File: src/rtl/ifft_stage_2_pipe.sv
// Radix-2 inverse FFT stage 2 (8 points) with a 2-entry skid FIFO.
// Optional 1/2 output scaling: define IFFT_STAGE_SCALE_EN.
module ifft_stage_2_pipe #(
    parameter int N = 3,
    localparam int W = 2 ** N
) (
    input  logic         clk,
    input  logic         rst,
    input  logic [W-1:0] in_0_r,
    input  logic [W-1:0] in_1_r,
    input  logic [W-1:0] in_2_r,
    input  logic [W-1:0] in_3_r,
    input  logic [W-1:0] in_4_r,
    input  logic [W-1:0] in_5_r,
    input  logic [W-1:0] in_6_r,
    input  logic [W-1:0] in_7_r,
    input  logic [W-1:0] in_0_i,
    input  logic [W-1:0] in_1_i,
    input  logic [W-1:0] in_2_i,
    input  logic [W-1:0] in_3_i,
    input  logic [W-1:0] in_4_i,
    input  logic [W-1:0] in_5_i,
    input  logic [W-1:0] in_6_i,
    input  logic [W-1:0] in_7_i,
    input  logic         in_valid,
    output logic         in_ready,
    output logic [W-1:0] out_0_r,
    output logic [W-1:0] out_1_r,
    output logic [W-1:0] out_2_r,
    output logic [W-1:0] out_3_r,
    output logic [W-1:0] out_4_r,
    output logic [W-1:0] out_5_r,
    output logic [W-1:0] out_6_r,
    output logic [W-1:0] out_7_r,
    output logic [W-1:0] out_0_i,
    output logic [W-1:0] out_1_i,
    output logic [W-1:0] out_2_i,
    output logic [W-1:0] out_3_i,
    output logic [W-1:0] out_4_i,
    output logic [W-1:0] out_5_i,
    output logic [W-1:0] out_6_i,
    output logic [W-1:0] out_7_i,
    output logic         out_valid,
    input  logic         out_ready,
    output logic         ovf,
    input  logic         ovf_clr
);

    logic [W-1:0] x_r [8];
    logic [W-1:0] x_i [8];
    logic signed [W:0] f_r [8];
    logic signed [W:0] f_i [8];
    logic [W-1:0] y_r [8];
    logic [W-1:0] y_i [8];
    logic         any_ovf;

    logic [W-1:0] mem_r [2][8];
    logic [W-1:0] mem_i [2][8];
    logic [1:0]   count;
    logic         wr_ptr;
    logic         rd_ptr;
    logic         push;
    logic         pop;

    assign x_r[0] = in_0_r;
    assign x_r[1] = in_1_r;
    assign x_r[2] = in_2_r;
    assign x_r[3] = in_3_r;
    assign x_r[4] = in_4_r;
    assign x_r[5] = in_5_r;
    assign x_r[6] = in_6_r;
    assign x_r[7] = in_7_r;
    assign x_i[0] = in_0_i;
    assign x_i[1] = in_1_i;
    assign x_i[2] = in_2_i;
    assign x_i[3] = in_3_i;
    assign x_i[4] = in_4_i;
    assign x_i[5] = in_5_i;
    assign x_i[6] = in_6_i;
    assign x_i[7] = in_7_i;

    function automatic logic signed [W:0] ext(input logic [W-1:0] v);
        return {v[W-1], v};
    endfunction

    // Butterflies at W+1 bits: twiddle 1 on (p,p+2), twiddle +j on (p+1,p+3)
    always_comb begin
        for (int p = 0; p < 8; p += 4) begin
            f_r[p]   = ext(x_r[p]) + ext(x_r[p+2]);
            f_i[p]   = ext(x_i[p]) + ext(x_i[p+2]);
            f_r[p+2] = ext(x_r[p]) - ext(x_r[p+2]);
            f_i[p+2] = ext(x_i[p]) - ext(x_i[p+2]);
            f_r[p+1] = ext(x_r[p+1]) - ext(x_i[p+3]);
            f_i[p+1] = ext(x_i[p+1]) + ext(x_r[p+3]);
            f_r[p+3] = ext(x_r[p+1]) + ext(x_i[p+3]);
            f_i[p+3] = ext(x_i[p+1]) - ext(x_r[p+3]);
        end
    end

    // Reduce each result to W bits and flag results that do not fit
    always_comb begin
        any_ovf = 1'b0;
        for (int k = 0; k < 8; k++) begin
`ifdef IFFT_STAGE_SCALE_EN
            y_r[k] = f_r[k][W:1];
            y_i[k] = f_i[k][W:1];
`else
            y_r[k] = f_r[k][W-1:0];
            y_i[k] = f_i[k][W-1:0];
            if (f_r[k][W] != f_r[k][W-1] || f_i[k][W] != f_i[k][W-1])
                any_ovf = 1'b1;
`endif
        end
    end

    assign in_ready  = (count < 2'd2);
    assign out_valid = (count != 2'd0);
    assign push      = in_valid && in_ready;
    assign pop       = out_valid && out_ready;

    // Skid FIFO: store computed frames, advance pointers and occupancy
    always_ff @(posedge clk) begin
        if (rst) begin
            count  <= 2'd0;
            wr_ptr <= 1'b0;
            rd_ptr <= 1'b0;
            for (int e = 0; e < 2; e++) begin
                for (int k = 0; k < 8; k++) begin
                    mem_r[e][k] <= '0;
                    mem_i[e][k] <= '0;
                end
            end
        end else begin
            if (push) begin
                for (int k = 0; k < 8; k++) begin
                    mem_r[wr_ptr][k] <= y_r[k];
                    mem_i[wr_ptr][k] <= y_i[k];
                end
                wr_ptr <= ~wr_ptr;
            end
            if (pop)
                rd_ptr <= ~rd_ptr;
            case ({push, pop})
                2'b10:   count <= count + 2'd1;
                2'b01:   count <= count - 2'd1;
                default: count <= count;
            endcase
        end
    end

    // Sticky overflow; a new overflow beats a same-edge clear
    always_ff @(posedge clk) begin
        if (rst)
            ovf <= 1'b0;
        else if (push && any_ovf)
            ovf <= 1'b1;
        else if (ovf_clr)
            ovf <= 1'b0;
    end

    assign out_0_r = mem_r[rd_ptr][0];
    assign out_1_r = mem_r[rd_ptr][1];
    assign out_2_r = mem_r[rd_ptr][2];
    assign out_3_r = mem_r[rd_ptr][3];
    assign out_4_r = mem_r[rd_ptr][4];
    assign out_5_r = mem_r[rd_ptr][5];
    assign out_6_r = mem_r[rd_ptr][6];
    assign out_7_r = mem_r[rd_ptr][7];
    assign out_0_i = mem_i[rd_ptr][0];
    assign out_1_i = mem_i[rd_ptr][1];
    assign out_2_i = mem_i[rd_ptr][2];
    assign out_3_i = mem_i[rd_ptr][3];
    assign out_4_i = mem_i[rd_ptr][4];
    assign out_5_i = mem_i[rd_ptr][5];
    assign out_6_i = mem_i[rd_ptr][6];
    assign out_7_i = mem_i[rd_ptr][7];

endmodule

File: config.mk
export PLATFORM = sky130hd
export DESIGN_NAME = ifft_stage_2_pipe
export DESIGN_NICKNAME = d
export VERILOG_FILES = /design/src/rtl/ifft_stage_2_pipe.sv
export SDC_FILE = /design/constraint.sdc
export NUM_CORES = 1
export LEC_CHECK = 0
export ABC_AREA = 1
export BUFFER_PORTS_ARGS = -buffer_cell sky130_fd_sc_hd__buf_2
export CAP_MARGIN = 20
export CORE_UTILIZATION = 29
export DETAILED_ROUTE_END_ITERATION = 8
export PLACE_DENSITY = 0.45
export SLEW_MARGIN = 0
export SYNTH_ARGS = -nofsm -noshare
export SYNTH_HDL_FRONTEND = slang
export SYNTH_SLANG_ARGS = --single-unit
File: constraint.sdc
create_clock -name clk -period 8.33 [get_ports clk]
set_input_delay 2.499 -clock clk [delete_from_list [all_inputs] [get_ports clk]]
set_output_delay 2.499 -clock clk [all_outputs]
set_load 0.02 [all_outputs]
# --- Word level (Yosys, flattened, before mapping) ---
# Memory sizes are Yosys's and may differ from the RTL's. A register that Yosys moved wholly into a read port is not among the register bits.
# Index checks and enable logic that the tools add are counted.
op_classes:
  muxes: 26
  n_reduce_logical: 16
  n_div: 0
  n_lt_le_gt_ge: 1
  shift: 0
  multipliers: 0
  eq_ne: 18
  bitwise_logic: 2
  add_sub_neg: 18
ops:
  columns: ["operator", "count"]
  rows:
  - ["two-way mux 64 bit", 2]
  - ["OR reduction 64 bit", 2]
  - ["adder 8 x 8 -> 9 bit", 8]
  - ["subtractor 8 x 8 -> 9 bit", 8]
  - ["two-way mux 1 bit", 23]
  - ["!= test 1 bit", 16]
  - ["logical OR 1 bit", 8]
  - ["nonzero test 2 bit", 3]
  - ["case mux 2 bit (2 select lines)", 1]
  - ["logical AND 1 bit", 3]
  - ["adder 2 x 1 -> 2 bit (second input constant)", 1]
  - ["== test 2 x 1 -> 1 bit (second input constant)", 1]
  - ["== test 2 bit (second input constant)", 1]
  - ["< comparator 2 bit (second input constant)", 1]
  - ["inverter 1 bit", 2]
  - ["subtractor 2 x 1 -> 2 bit (second input constant)", 1]
word_totals:
  ff_bits: 5
  romBits: 0
  out_inout_bits: 131
  latchBits: 0
  ram_bits: 256
  mem_count: 2
  elab_cells: 87
mem_list:
  columns: ["name", "words", "word_bits", "read_ports", "rd_ports_with_merged_regs", "write_ports", "line", "source"]
  rows:
  - ["mem_i", 2, 64, 1, 1, 2, "58", "logic [W-1:0] mem_i [2][8];"]
  - ["mem_r", 2, 64, 1, 1, 2, "57", "logic [W-1:0] mem_r [2][8];"]

# --- Depth between registers and ports, before layout ---
logic_depth:
  depth_word: 13
  ltp_mapped: 18

# --- Worst setup path before layout ---
# Ideal clock, no wire load.
synth_path:
  kind: "input to register"
  startpoint: "in in_valid"
  endpoint: "mem mem_i[0][10] (netlist name), enable pin"
  slack_ps: 2183
  setup_time_ps: 1066
  path_stages: 5
  arrival_time_ps: 5080
  cell_sequence: "nand2_1 -> nor2_4 -> nand2_1 -> clkbuf_1 -> nand2_1"
synth_lines:
  columns: ["item", "line", "source"]
  rows:
  - ["start, declared", "25", "input logic in_valid,"]
  - ["end, declared", "58", null]

==> reports/results.txt <==
Syn Std Cell Area - 16400 um2
final hold slack - 0.444 ns
PwrDens - 232 nW/um2
status - finished, final reports clean
DRT iter0 DRCs - 708
via count - 13900
clk sinks - 248
crit path time final - 5.35 ns
Startpoint Class - flop
worst hold path class - flop to flop
hold violation total from the final report - 0
R2R setup slack - 4.76 ns
detailed-route DRC error count - 0
dpl cell area - 18400 um2
proportion of layout cells with a drive suffix above 1 - 16.0%
Global Route Usage Sum - 17.1%
worst vdd ir - 0.000150 V
Max Cap Viol - 0
Antenna Violating Nets Remaining - 0
Core Region - 55500 um2
fmax - 187 MHz
number of vias per cell - 4.54
clk buf depth - 3
Starting Density - 29.6%
drt wl/cell - 16.1 um
Buffers on Ports - 263
DRT Pass-1 Iters - 5
Post-CTS Resized - 0
Final Max Slew Viols - 0
Final setup violation count - 0
setup repair after global routing missed its margin - false
grt ovf - 0
largest net degree at the start of global routing - 74
Layout Nets - 2559
Worst Path Arrival - 2.85 ns
Final Cell Area - 19500 um2
final worst setup slack - 2.98 ns
Synth Register Bits - 248
IO Count - 264
worst-path fanout max - 62
Detailed Route WL - 49200 um
CP bufs+invs - 3
Seq/Total Area, Yosys - 45.0%
Net Count, Synth - 2335
Setup Skew - 0.00782 ns
first-pass GRT wire length - 75400 um
CTS clk-pin slew, worst paths - 0.05 ns
CP cell instances - buf_4 -> buf_4 -> nand2_1 -> nand2_1 -> buf_2
Slowest cell on crit path - buf_4
worst path required time - 5.83 ns
headroom to the max-slew limit - 37.8%
Place WS - 2.69 ns
hold_buf cts - 0
area delta synth->final - 18.7%
worst skew pair latency - 0.52 ns
Syn Area/Cell - 7.98 um2
CP max stage delay - 0.74 ns
DIE WIDTH - 240 um
vias in the first global route - 13500
clk root buf - clkbuf_16
# rows - 86
Post-CTS Setup Bufs - 0
crit-path leading delay family - buffers and inverters
Synth Warn # - 0
Setup CP Type - flop to output pin
initial antenna violation count - 6
dpl hpwl - 35200 um
number of buffers created by CTS - 34
Post-Syn Instances - 2057
Distinct cells, synth - 36
Final period util - 64.2%
die boundary height - 240 um
setup TNS - 0 ns
leakage power total - 9.72 nW
crit end category - output pin
gpl congestion - 0.858
CTS tree - done
H-tree Lvls - 2
worst slew pin tran - 0.934 ns
die footprint - 57600 um2
-- cells in the mapped netlist (all sizes together) --
| cell type | number | area [um2] |
|---|---|---|
| xor2 | 8 | 70.1 |
| a21o | 1 | 7.51 |
| buf | 39 | 236 |
| nor2 | 239 | 910 |
| inv | 262 | 983 |
| o21a | 1 | 7.51 |
| nor3 | 83 | 420 |
| dfxtp | 6 | 120 |
| fa | 16 | 320 |
| o21ai | 44 | 220 |
| and3 | 3 | 18.8 |
| nor4 | 30 | 188 |
| a21oi | 122 | 659 |
| nand3 | 58 | 295 |
| o21bai | 9 | 67.6 |
| ha | 129 | 1610 |
| nand2 | 684 | 2580 |
| nand4 | 2 | 12.5 |
| clkinv | 2 | 7.51 |
| clkbuf | 46 | 175 |
| nand3b | 5 | 37.5 |
| a31oi | 13 | 81.3 |
| edfxtp | 242 | 7270 |
| xnor2 | 13 | 114 |
-- logic make-up after synthesis --
group	share of synthesized area, %
and+or+nand+nor	27.2
AOI/OAI and AO/OA	6.36
DFF	45.0
adders and majority gates	11.8
buffers and inverters	8.54
xor gates and xnor gates	1.12
-- layout by cell type (no fill, tap or decap), types with 7 or more instances in the layout --
cell type,count
nand2_1,675
buf_2,263
edfxtp_1,242
inv_1,241
nor2_1,236
ha_1,129
a21oi_1,109
nor3_1,82
nand3_1,57
o21ai_0,39
clkbuf_16,35
nor4_1,30
inv_2,19
fa_1,16
a21oi_2,13
xnor2_1,13
a31oi_1,13
buf_4,10
o21bai_1,9
xor2_1,8
clkinv_1,8
clkbuf_1,8
nand2_2,7
-- power by group --
| group | switching [mW] | internal [mW] | total, mW |
|---|---|---|---|
| clock | 0.560 | 0.926 | 1.49 |
| sequential | 0.0616 | 1.57 | 1.63 |
| combinational | 1.01 | 0.392 | 1.41 |
| total | 1.63 | 2.88 | 4.52 |
-- state kept, by name, indices dropped and copies added (netlist names), named ones only --
register / cells
mem_i: 121
wr_ptr: 1
count: 2
ovf: 1
rd_ptr: 1
mem_r: 121
-- per-layer routing --
layer  global-route usage, %  wire length, um  vias up
li1                        -                -     7077
met1                    23.3            23400     6417
met2                    27.5            22100      298
met3                    3.00             2510       63
met4                    4.96             1110       10
met5                       0               58        -
-- worst register-to-register path, delay by kind of cell, from the launching register on --
family                 cells  cell delay (ns)
buffers and inverters      3             1.54
flip-flops                 1             0.87
AND/OR/NAND/NOR            2             0.79
-- through the flow --
stage / util [%] / power [mW] / cells
global placement: 33.1 / 3.08 / 2993
global route: 35.1 / 4.79 / 3053
floorplan: - / 2.57 / 2057
detailed placement: 33.1 / 3.09 / 2993
finish: 35.1 / 4.52 / 3054
CTS: 35.1 / 4.59 / 3053
-- layout make-up --
class	instances	area (um2)
diodes	1	2.50
clock buffers	43	906
clock inverters	17	219
fillers	5910	36000
inverters	264	996
multi-input cells	1460	7640
flip-flops and latches	248	7390
well taps	748	936
repair buffers	273	1390
-- final timing paths --
check	from	to	cells past startpoint
min reg2reg	rd_ptr$_SDFFE_PP0P_	flop	1
max reg2reg	wr_ptr$_SDFFE_PP0P_	mem_r[0][20]$_SDFFCE_PN0P_	5
max	flop	out_2_i[1]	5
min	rd_ptr$_SDFFE_PP0P_	flop	1
No activity file was read; power rests on OpenSTA's default activity.
